**src/rtl/noc_pkg.sv**
```systemverilog
// Shared types and constants for the NoC router output-port arbiter.
package noc_pkg;

    localparam int PKT_W = 9;
    localparam int NREQ  = 5;
    localparam int IDX_W = 3;

    typedef struct packed {
        logic       rsvd;
        logic [1:0] x_dest;
        logic [1:0] y_dest;
        logic [3:0] payload;
    } packet_t;

    typedef enum logic [IDX_W-1:0] {
        PORT_N,
        PORT_E,
        PORT_S,
        PORT_W,
        PORT_L
    } port_e;

    function automatic logic [IDX_W-1:0] idx_inc(input logic [IDX_W-1:0] i);
        return (i == IDX_W'(NREQ-1)) ? '0 : i + 1'b1;
    endfunction

endpackage

```
**src/rtl/noc_port_arbiter_rr_pick.sv**
```systemverilog
// Combinational round-robin picker: doubled request vector, mask below ptr,
// lowest set bit wins and folds back into 0..NREQ-1.
module rr_pick
    import noc_pkg::*;
(
    input  logic [NREQ-1:0]  req,
    input  logic [IDX_W-1:0] ptr,
    output logic [NREQ-1:0]  gnt,
    output logic [IDX_W-1:0] gnt_idx,
    output logic             any
);

    logic [2*NREQ-1:0] masked;
    logic              found;

    always_comb begin
        masked  = '0;
        found   = 1'b0;
        gnt_idx = '0;
        for (int i = 0; i < 2*NREQ; i++) begin
            if (i >= int'(ptr)) masked[i] = req[i % NREQ];
        end
        for (int i = 0; i < 2*NREQ; i++) begin
            if (masked[i] && !found) begin
                found   = 1'b1;
                gnt_idx = (i >= NREQ) ? IDX_W'(i - NREQ) : IDX_W'(i);
            end
        end
        any = |req;
        gnt = any ? (NREQ'(1) << gnt_idx) : '0;
    end

endmodule

```
**src/rtl/noc_port_arbiter.sv**
```systemverilog
// Round-robin arbiter feeding one registered output slot of a mesh router.
// Optional per-requester grant and stall counters under NOC_ARB_STATS_EN.
module noc_port_arbiter
    import noc_pkg::*;
(
    input  logic                  clk,
    input  logic                  rst_n,
    input  logic [NREQ-1:0]       in_valid,
    input  logic [NREQ*PKT_W-1:0] in_data,
    output logic [NREQ-1:0]       in_ready,
    output logic                  out_valid,
    output logic [PKT_W-1:0]      out_data,
    input  logic                  out_ready,
    output logic [IDX_W-1:0]      out_src
`ifdef NOC_ARB_STATS_EN
    ,
    output logic [NREQ*16-1:0]    grant_count,
    output logic [15:0]           stall_cycles
`endif
);

    typedef enum logic {EMPTY, FULL} state_e;

    state_e           state, state_nxt;
    logic [IDX_W-1:0] ptr, ptr_nxt;
    logic [NREQ-1:0]  gnt;
    logic [IDX_W-1:0] gnt_idx;
    logic             any;
    logic             slot_free;
    logic             take;
    packet_t          slot;
    port_e            src_q;

    rr_pick u_pick (
        .req     (in_valid),
        .ptr     (ptr),
        .gnt     (gnt),
        .gnt_idx (gnt_idx),
        .any     (any)
    );

    // in_ready is held low while reset is asserted
    always_comb begin
        state_nxt = state;
        ptr_nxt   = ptr;
        slot_free = (state == EMPTY) || out_ready;
        take      = rst_n && slot_free && any;
        in_ready  = take ? gnt : '0;
        if (take) begin
            state_nxt = FULL;
            ptr_nxt   = idx_inc(gnt_idx);
        end else if (state == FULL && out_ready) begin
            state_nxt = EMPTY;
        end
    end

    always_ff @(posedge clk) begin
        if (!rst_n) begin
            state <= EMPTY;
            ptr   <= '0;
            slot  <= '0;
            src_q <= PORT_N;
        end else begin
            state <= state_nxt;
            ptr   <= ptr_nxt;
            if (take) begin
                slot  <= packet_t'(in_data[gnt_idx*PKT_W +: PKT_W]);
                src_q <= port_e'(gnt_idx);
            end
        end
    end

    assign out_valid = (state == FULL);
    assign out_data  = slot;
    assign out_src   = src_q;

`ifdef NOC_ARB_STATS_EN
    logic [15:0] gcnt [NREQ];
    logic [15:0] stall_q;

    always_ff @(posedge clk) begin
        if (!rst_n) begin
            for (int i = 0; i < NREQ; i++) gcnt[i] <= '0;
            stall_q <= '0;
        end else begin
            for (int i = 0; i < NREQ; i++) begin
                if (in_ready[i] && in_valid[i] && gcnt[i] != 16'hFFFF)
                    gcnt[i] <= gcnt[i] + 16'd1;
            end
            if (out_valid && !out_ready && stall_q != 16'hFFFF)
                stall_q <= stall_q + 16'd1;
        end
    end

    always_comb begin
        grant_count = '0;
        for (int i = 0; i < NREQ; i++) grant_count[i*16 +: 16] = gcnt[i];
    end

    assign stall_cycles = stall_q;
`endif

endmodule
```
**config.mk**
```make
export PLATFORM = sky130hd
export DESIGN_NAME = noc_port_arbiter
export DESIGN_NICKNAME = d
export VERILOG_FILES = /design/src/rtl/noc_pkg.sv /design/src/rtl/noc_port_arbiter_rr_pick.sv /design/src/rtl/noc_port_arbiter.sv
export SDC_FILE = /design/constraint.sdc
export NUM_CORES = 1
export LEC_CHECK = 0
export BUFFER_PORTS_ARGS = -buffer_cell sky130_fd_sc_hd__buf_2
export CORE_MARGIN = 1.5
export CORE_UTILIZATION = 49
export CTS_CLUSTER_SIZE = 25
export DETAILED_ROUTE_END_ITERATION = 10
export PLACE_DENSITY = 0.88
export SYNTH_ARGS = -nofsm -noshare
export SYNTH_HDL_FRONTEND = slang
export SYNTH_SLANG_ARGS = --single-unit
```
**constraint.sdc**
```tcl
create_clock -name clk -period 5.11 [get_ports clk]
set_clock_uncertainty 0.05 [all_clocks]
set_input_delay 0.2555 -clock clk [delete_from_list [all_inputs] [get_ports clk]]
set_output_delay 0.2555 -clock clk [all_outputs]
set_load 0.05 [all_outputs]
```
=== Word-level counts from Yosys, hierarchy flattened ===
Index checks and enable logic that the tools add are counted.

* Add/sub/neg operators: 1
* Multiply operators: 1
* $lt $le $gt $ge: 7
* Equality and inequality tests: 1
* Shifts and indexed selects: 2
* Muxes and demuxes: 30
* Bitwise logic cells: 1
* Reduce and logical (&&, ||, !) cells: 24

{| class="wikitable"
|+ Operators with widths
! kind !! number
|-
| $shiftx A45 B8 Y9 || 1
|-
| $mux W3 || 7
|-
| $mux W1 || 19
|-
| $logic_and A1 B1 Y1 || 12
|-
| $mux W5 || 2
|-
| $ge A3 B3 Y1 const A || 3
|-
| $logic_not A1 Y1 || 9
|-
| $mul A3 B4 Y7 const B || 1
|-
| $ge A1 B3 Y1 const A || 2
|-
| $ge A2 B3 Y1 const A || 2
|-
| $reduce_or A5 Y1 || 1
|-
| $shl A1 B3 Y5 const A || 1
|-
| $mux W2 || 2
|-
| $add A3 B1 Y3 const B || 1
|-
| $eq A3 B3 Y1 const B || 1
|-
| $reduce_bool A2 Y1 || 1
|-
| $logic_or A1 B1 Y1 || 1
|-
| $not A1 Y1 || 1
|}

* Bits in registers: 16
* Input bits: 53
* Output and inout port bits: 18
* Word-level logic and storage cells: 74

=== Logic depth before layout (Yosys ltp) ===
* Depth in word-level cells: 33
* Mapped depth: 11
* Gate-level depth less buffers: 9

=== Cells and area by module ===
From an unflattened synthesis, not the netlist that was laid out.

* Cells, all modules: 169
* Area total of the unflattened synthesis: 1377.6 sq um

{| class="wikitable"
|+ By module, submodules not included
! module !! times used !! cells each !! area an instance (sq um) !! sequential area each (sq um)
|-
| noc_port_arbiter || 1 || 114 || 1031.0 || 320.3
|-
| rr_pick || 1 || 55 || 346.6 || 0.0
|}

=== Worst setup path after synthesis ===
OpenSTA, ideal clock, no wires.

* Kind: input-to-output
* Start point: in in_valid[0]
* End point: out in_ready[3]
* Arrival: 2.248 ns
* Required time: 4.805 ns
* Path slack: 2.557 ns
* Stages: 9
* Buffers on the path: 2
* Path through: buf_2 -> or3_4 -> a221oi_2 -> nand2_1 -> clkbuf_1 -> inv_1 -> ha_1 -> ha_1 -> and2_1

* Cells in the longest elaborated chain, start to end: 32
* Elaborated cells between the ends (all ways): 43
* Those cells by class: shift: 1; mux: 22; reduce/logical: 20

{| class="wikitable"
|+ Ends and longest elaborated chain
! item !! line !! RTL
|-
| start: declaration || noc_port_arbiter.sv:8 || <nowiki>input logic [NREQ-1:0] in_valid,</nowiki>
|-
| $mux W1 || noc_port_arbiter_rr_pick.sv:21 || <nowiki>if (i >= int'(ptr)) masked[i] = req[i % NREQ];</nowiki>
|-
| $mux W1 || noc_port_arbiter_rr_pick.sv:24 || <nowiki>if (masked[i] && !found) begin</nowiki>
|-
| $logic_not A1 Y1 || noc_port_arbiter_rr_pick.sv:24 ||
|-
| $logic_and A1 B1 Y1 || noc_port_arbiter_rr_pick.sv:24 ||
|-
| $mux W1 || noc_port_arbiter_rr_pick.sv:24 ||
|-
| $logic_not A1 Y1 || noc_port_arbiter_rr_pick.sv:24 ||
|-
| $logic_and A1 B1 Y1 || noc_port_arbiter_rr_pick.sv:24 ||
|-
| $mux W1 || noc_port_arbiter_rr_pick.sv:24 ||
|-
| [17 not listed] || n/a ||
|-
| $mux W1 || noc_port_arbiter_rr_pick.sv:24 ||
|-
| $logic_not A1 Y1 || noc_port_arbiter_rr_pick.sv:24 ||
|-
| $logic_and A1 B1 Y1 || noc_port_arbiter_rr_pick.sv:24 ||
|-
| $mux W3 * || noc_port_arbiter_rr_pick.sv:24 ||
|-
| net gnt_idx[1] || noc_port_arbiter.sv:27 || <nowiki>logic [IDX_W-1:0] gnt_idx;</nowiki>
|-
| $shl A1 B3 Y5 * || noc_port_arbiter_rr_pick.sv:30 || <nowiki>gnt = any ? (NREQ'(1) << gnt_idx) : '0;</nowiki>
|-
| $mux W5 * || noc_port_arbiter_rr_pick.sv:30 ||
|-
| $mux W5 * || noc_port_arbiter.sv:48 || <nowiki>in_ready = take ? gnt : '0;</nowiki>
|-
| end: declaration || noc_port_arbiter.sv:10 || <nowiki>output logic [NREQ-1:0] in_ready,</nowiki>
|}

Mark *: on every way through the listed nets, which the timed path passes. The rest lies on a longest branch.

=== Worst setup path in the final report ===
* Start point: reg ptr[2]
* End point: out in_ready[3]

* Cells in the longest elaborated chain, start to end: 33
* Elaborated cells between the ends (all ways): 53
* Those cells by class: order compare: 7; shift: 1; mux: 27; reduce/logical: 18

{| class="wikitable"
|+ Ends and longest elaborated chain
! item !! line !! RTL
|-
| start: declaration || noc_port_arbiter.sv:25 || <nowiki>logic [IDX_W-1:0] ptr, ptr_nxt;</nowiki>
|-
| start signal: assignment || noc_port_arbiter.sv:65 || <nowiki>ptr <= ptr_nxt;</nowiki>
|-
| $ge A1 B3 Y1 || noc_port_arbiter_rr_pick.sv:21 ||
|-
| $mux W1 || noc_port_arbiter_rr_pick.sv:21 ||
|-
| $mux W1 || noc_port_arbiter_rr_pick.sv:24 ||
|-
| $logic_not A1 Y1 || noc_port_arbiter_rr_pick.sv:24 ||
|-
| $logic_and A1 B1 Y1 || noc_port_arbiter_rr_pick.sv:24 ||
|-
| $mux W1 || noc_port_arbiter_rr_pick.sv:24 ||
|-
| $logic_not A1 Y1 || noc_port_arbiter_rr_pick.sv:24 ||
|-
| $logic_and A1 B1 Y1 || noc_port_arbiter_rr_pick.sv:24 ||
|-
| [18 not listed] || n/a ||
|-
| $mux W1 || noc_port_arbiter_rr_pick.sv:24 ||
|-
| $logic_not A1 Y1 || noc_port_arbiter_rr_pick.sv:24 ||
|-
| $logic_and A1 B1 Y1 || noc_port_arbiter_rr_pick.sv:24 ||
|-
| $mux W3 * || noc_port_arbiter_rr_pick.sv:24 ||
|-
| net gnt_idx[1] || noc_port_arbiter.sv:27 ||
|-
| $shl A1 B3 Y5 * || noc_port_arbiter_rr_pick.sv:30 ||
|-
| $mux W5 * || noc_port_arbiter_rr_pick.sv:30 ||
|-
| $mux W5 * || noc_port_arbiter.sv:48 ||
|}

Marks and branches as above.

==> results.md <==
- Status: completed
- Max-Cap Viols: 0
- RSZ-0062 raised after global routing: false
- Crit path max fanout: 14
- Worst-path clk slew: 0.10 ns
- Worst setup slack for register-to-register paths: 2.32 ns
- Die Width: 56.4 um
- Die footprint: 3180 um2
- Fmax: 315 MHz
- CTS H-tree depth: 1
- CP startpoint kind: flop
- CTS max path bufs: 2
- Die Ht: 56.4 um
- Critical path type: flop to output port
- Hold path cells: 3
- Post-synth top area cell: dfxtp_1
- Endpoint class of the critical path: output port
- Hold-critical path endpoint: out_data[8]
- Hold wc startpoint: in_data[44]
- Post-synth top area share: 22.9%
- Asr flop ratio synth: 0%
- CP peak stage delay: 0.61 ns
- Postcts setup bufs: 0
- Iter 0 DRT Violations: 75
- # resized after CTS: 0
- P_leak: 0.814 nW
- Syn_nets: 232
- Placer Congestion: 0.856
- Cells after synthesis: 174
- Origin of the critical flop-to-flop path: ptr[2]
- Root Driver: clkbuf_4
- Final setup fails: 0
- Port Buffers: 70
- CTS tree: done
- Synth Area per Inst: 8.04 um2
- Clock Latency Late Sink: 0.28 ns
- Seq/Total Area, Yosys: 22.9%
- Critical-path top delay cell: dfxtp_1
- PD cells: 266 nW/um2
- Placed Area: 1710 um2
- Drc violations: 0
- Vias in the first global route: 1366
- Maximum VDD drop: 0.000222 V
- Register bit count reported by yosys: 16
- Yosys cell types: 50
- Pins Over Slew Limit: 0
- Worst-case reg-to-reg path depth: 8
- Starting Density: 51.2%
- Diode count: 0
- Fin crit period: 3.18 ns
- Top-count cell post-synth: nand3_1
- Main flop type after synthesis: dfxtp_1
- Period utilisation layout: 62.2%
- TritonCTS Buffers: 3
- TritonRoute pass-1 iters: 4
- Hpwl dp: 2910 um
- Total track usage: 24.1%
- Remaining antenna violation count: 0
- Fin Hold WS: 0.158 ns
- Layout cells sized above 1: 37.2%
- Via density: 5.95
- Setup TNS: 0 ns
- First-pass GRT wire length: 6150 um
- Remaining Overflow, GRT: 0
- Routed WL per cell: 14.6 um
- Largest net degree at the start of global routing: 24
- Initial antenna violation count: 0
- WP data required: 4.80 ns
- Synth Warn #: 0
- Worst Hold Class: primary input to flop
- Nets: 293
- Hold Violations, Final: 0
- Post-Syn Area: 1400 um2
- Worst-path cell chain: and4bb_2 > a221oi_2 > nand2_1 > inv_1 > ha_1 > ha_1 > and2_1 > buf_2
- # hold bufs at CTS: 0
- Routed WL: 3870 um
- Worst R2R End: ptr[2]
- Core Rows: 19
- Most used cell along the critical path: ha_1
- Vias: 1576
- Core area: 2730 um2
- Top cells by count, synth: nand3_1, dfxtp_1, o21ai_0, and3_1
- Post-layout instance area: 1750 um2
- Clk sinks: 16
- Top post-synthesis cells by area: dfxtp_1, nand3_1, o221ai_1, and3_1, o21ai_0
- Number of synthesized flops with an enable pin: 0
- CP Data Arrival Time: 2.87 ns
- Top Ports: 71
- Fill cell count: 256
- Max-slew headroom: 35.1%
- Worst-Margin Slew: 0.969 ns
- Syn-to-layout area delta: 25.1%
[worst max path at each step]
stage                           start          end  slack (ns)
after floorplan           in_valid[0]  in_ready[3]        2.56
after global placement    in_valid[1]  in_ready[2]        2.32
after detailed placement  in_valid[3]  in_ready[1]        2.24
after CTS                      ptr[2]  in_ready[3]        2.00
after global routing        out_valid  in_ready[1]        1.77
final                          ptr[2]  in_ready[3]        1.93
[cells in the final DEF (no fill, tap or decap), types with 2 or more instances in the layout]
cell type / instances
nand4_2: 2
ha_1: 5
and3_1: 11
o221ai_1: 8
and2_1: 7
nor2b_1: 2
nand3_1: 29
nand2_1: 7
nand2b_1: 3
a21o_1: 3
nor2_1: 3
o211ai_1: 8
a21oi_1: 3
a31oi_1: 2
buf_2: 70
o221a_1: 2
dfxtp_1: 16
a211o_1: 3
inv_1: 5
clkbuf_4: 3
o21bai_1: 2
o21ai_0: 13
[critical path, delay by kind of cell (launching register included)]
kind	cells	cell delay [ns]
simple gates	3	0.79
buf+inv	2	0.43
flops	1	0.61
compound gates	1	0.48
fa+ha+maj	2	0.28
[report_power, final]
part           switching, W  internal (W)  total [W]
Sequential        0.0000134      0.000142   0.000156
Combinational      0.000149     0.0000756   0.000225
Clock             0.0000407     0.0000434  0.0000841
[state kept, by name, indices dropped and copies added, names as in the netlist]
register / cells
ptr: 3
out_data: 9
out_valid: 1
out_src: 3
[area by class of cell]
cell class                      count  area, um2  area share (%)
Timing Repair Buffer               70        350            20.0
Clock buffer                        4       36.3            2.07
Inverter                            6       22.5            1.29
Tap cell                           31       38.8            2.22
Multi-Input combinational cell    138        982            56.1
Sequential cell                    16        320            18.3
[layer usage]
layer	vias to the layer above	track usage, %	part of all wire [%]
met5	-	0	0
met1	703	32.7	44
li1	796	-	-
met2	68	38.5	48
met4	0	9.52	1.7
met3	9	3.23	6.0
[cells by family after synthesis]
group	share of synthesized area, %
AO/OA/AOI/OAI	32.6
flip-flops	22.9
buffers and inverters	6.89
AND/OR/NAND/NOR	32.3
adder cells (fa/ha/maj)	4.47
multiplexers	0.805
[metrics by stage]
| stage | std cells | total power, W | setup slack (ns) | utilization [%] |
|---|---|---|---|---|
| 2_1_floorplan | 174 | 0.000326 | 2.56 | - |
| 3_3_place_gp | 261 | 0.000378 | 2.32 | 62.7 |
| 3_5_place_dp | 261 | 0.000381 | 2.24 | 62.7 |
| 4_1_cts | 265 | 0.000464 | 2.00 | 64.0 |
| 5_1_grt | 265 | 0.000493 | 1.77 | 64.0 |
| 6_report | 265 | 0.000465 | 1.93 | 64.0 |
Power figures use the tool's default switching activity.
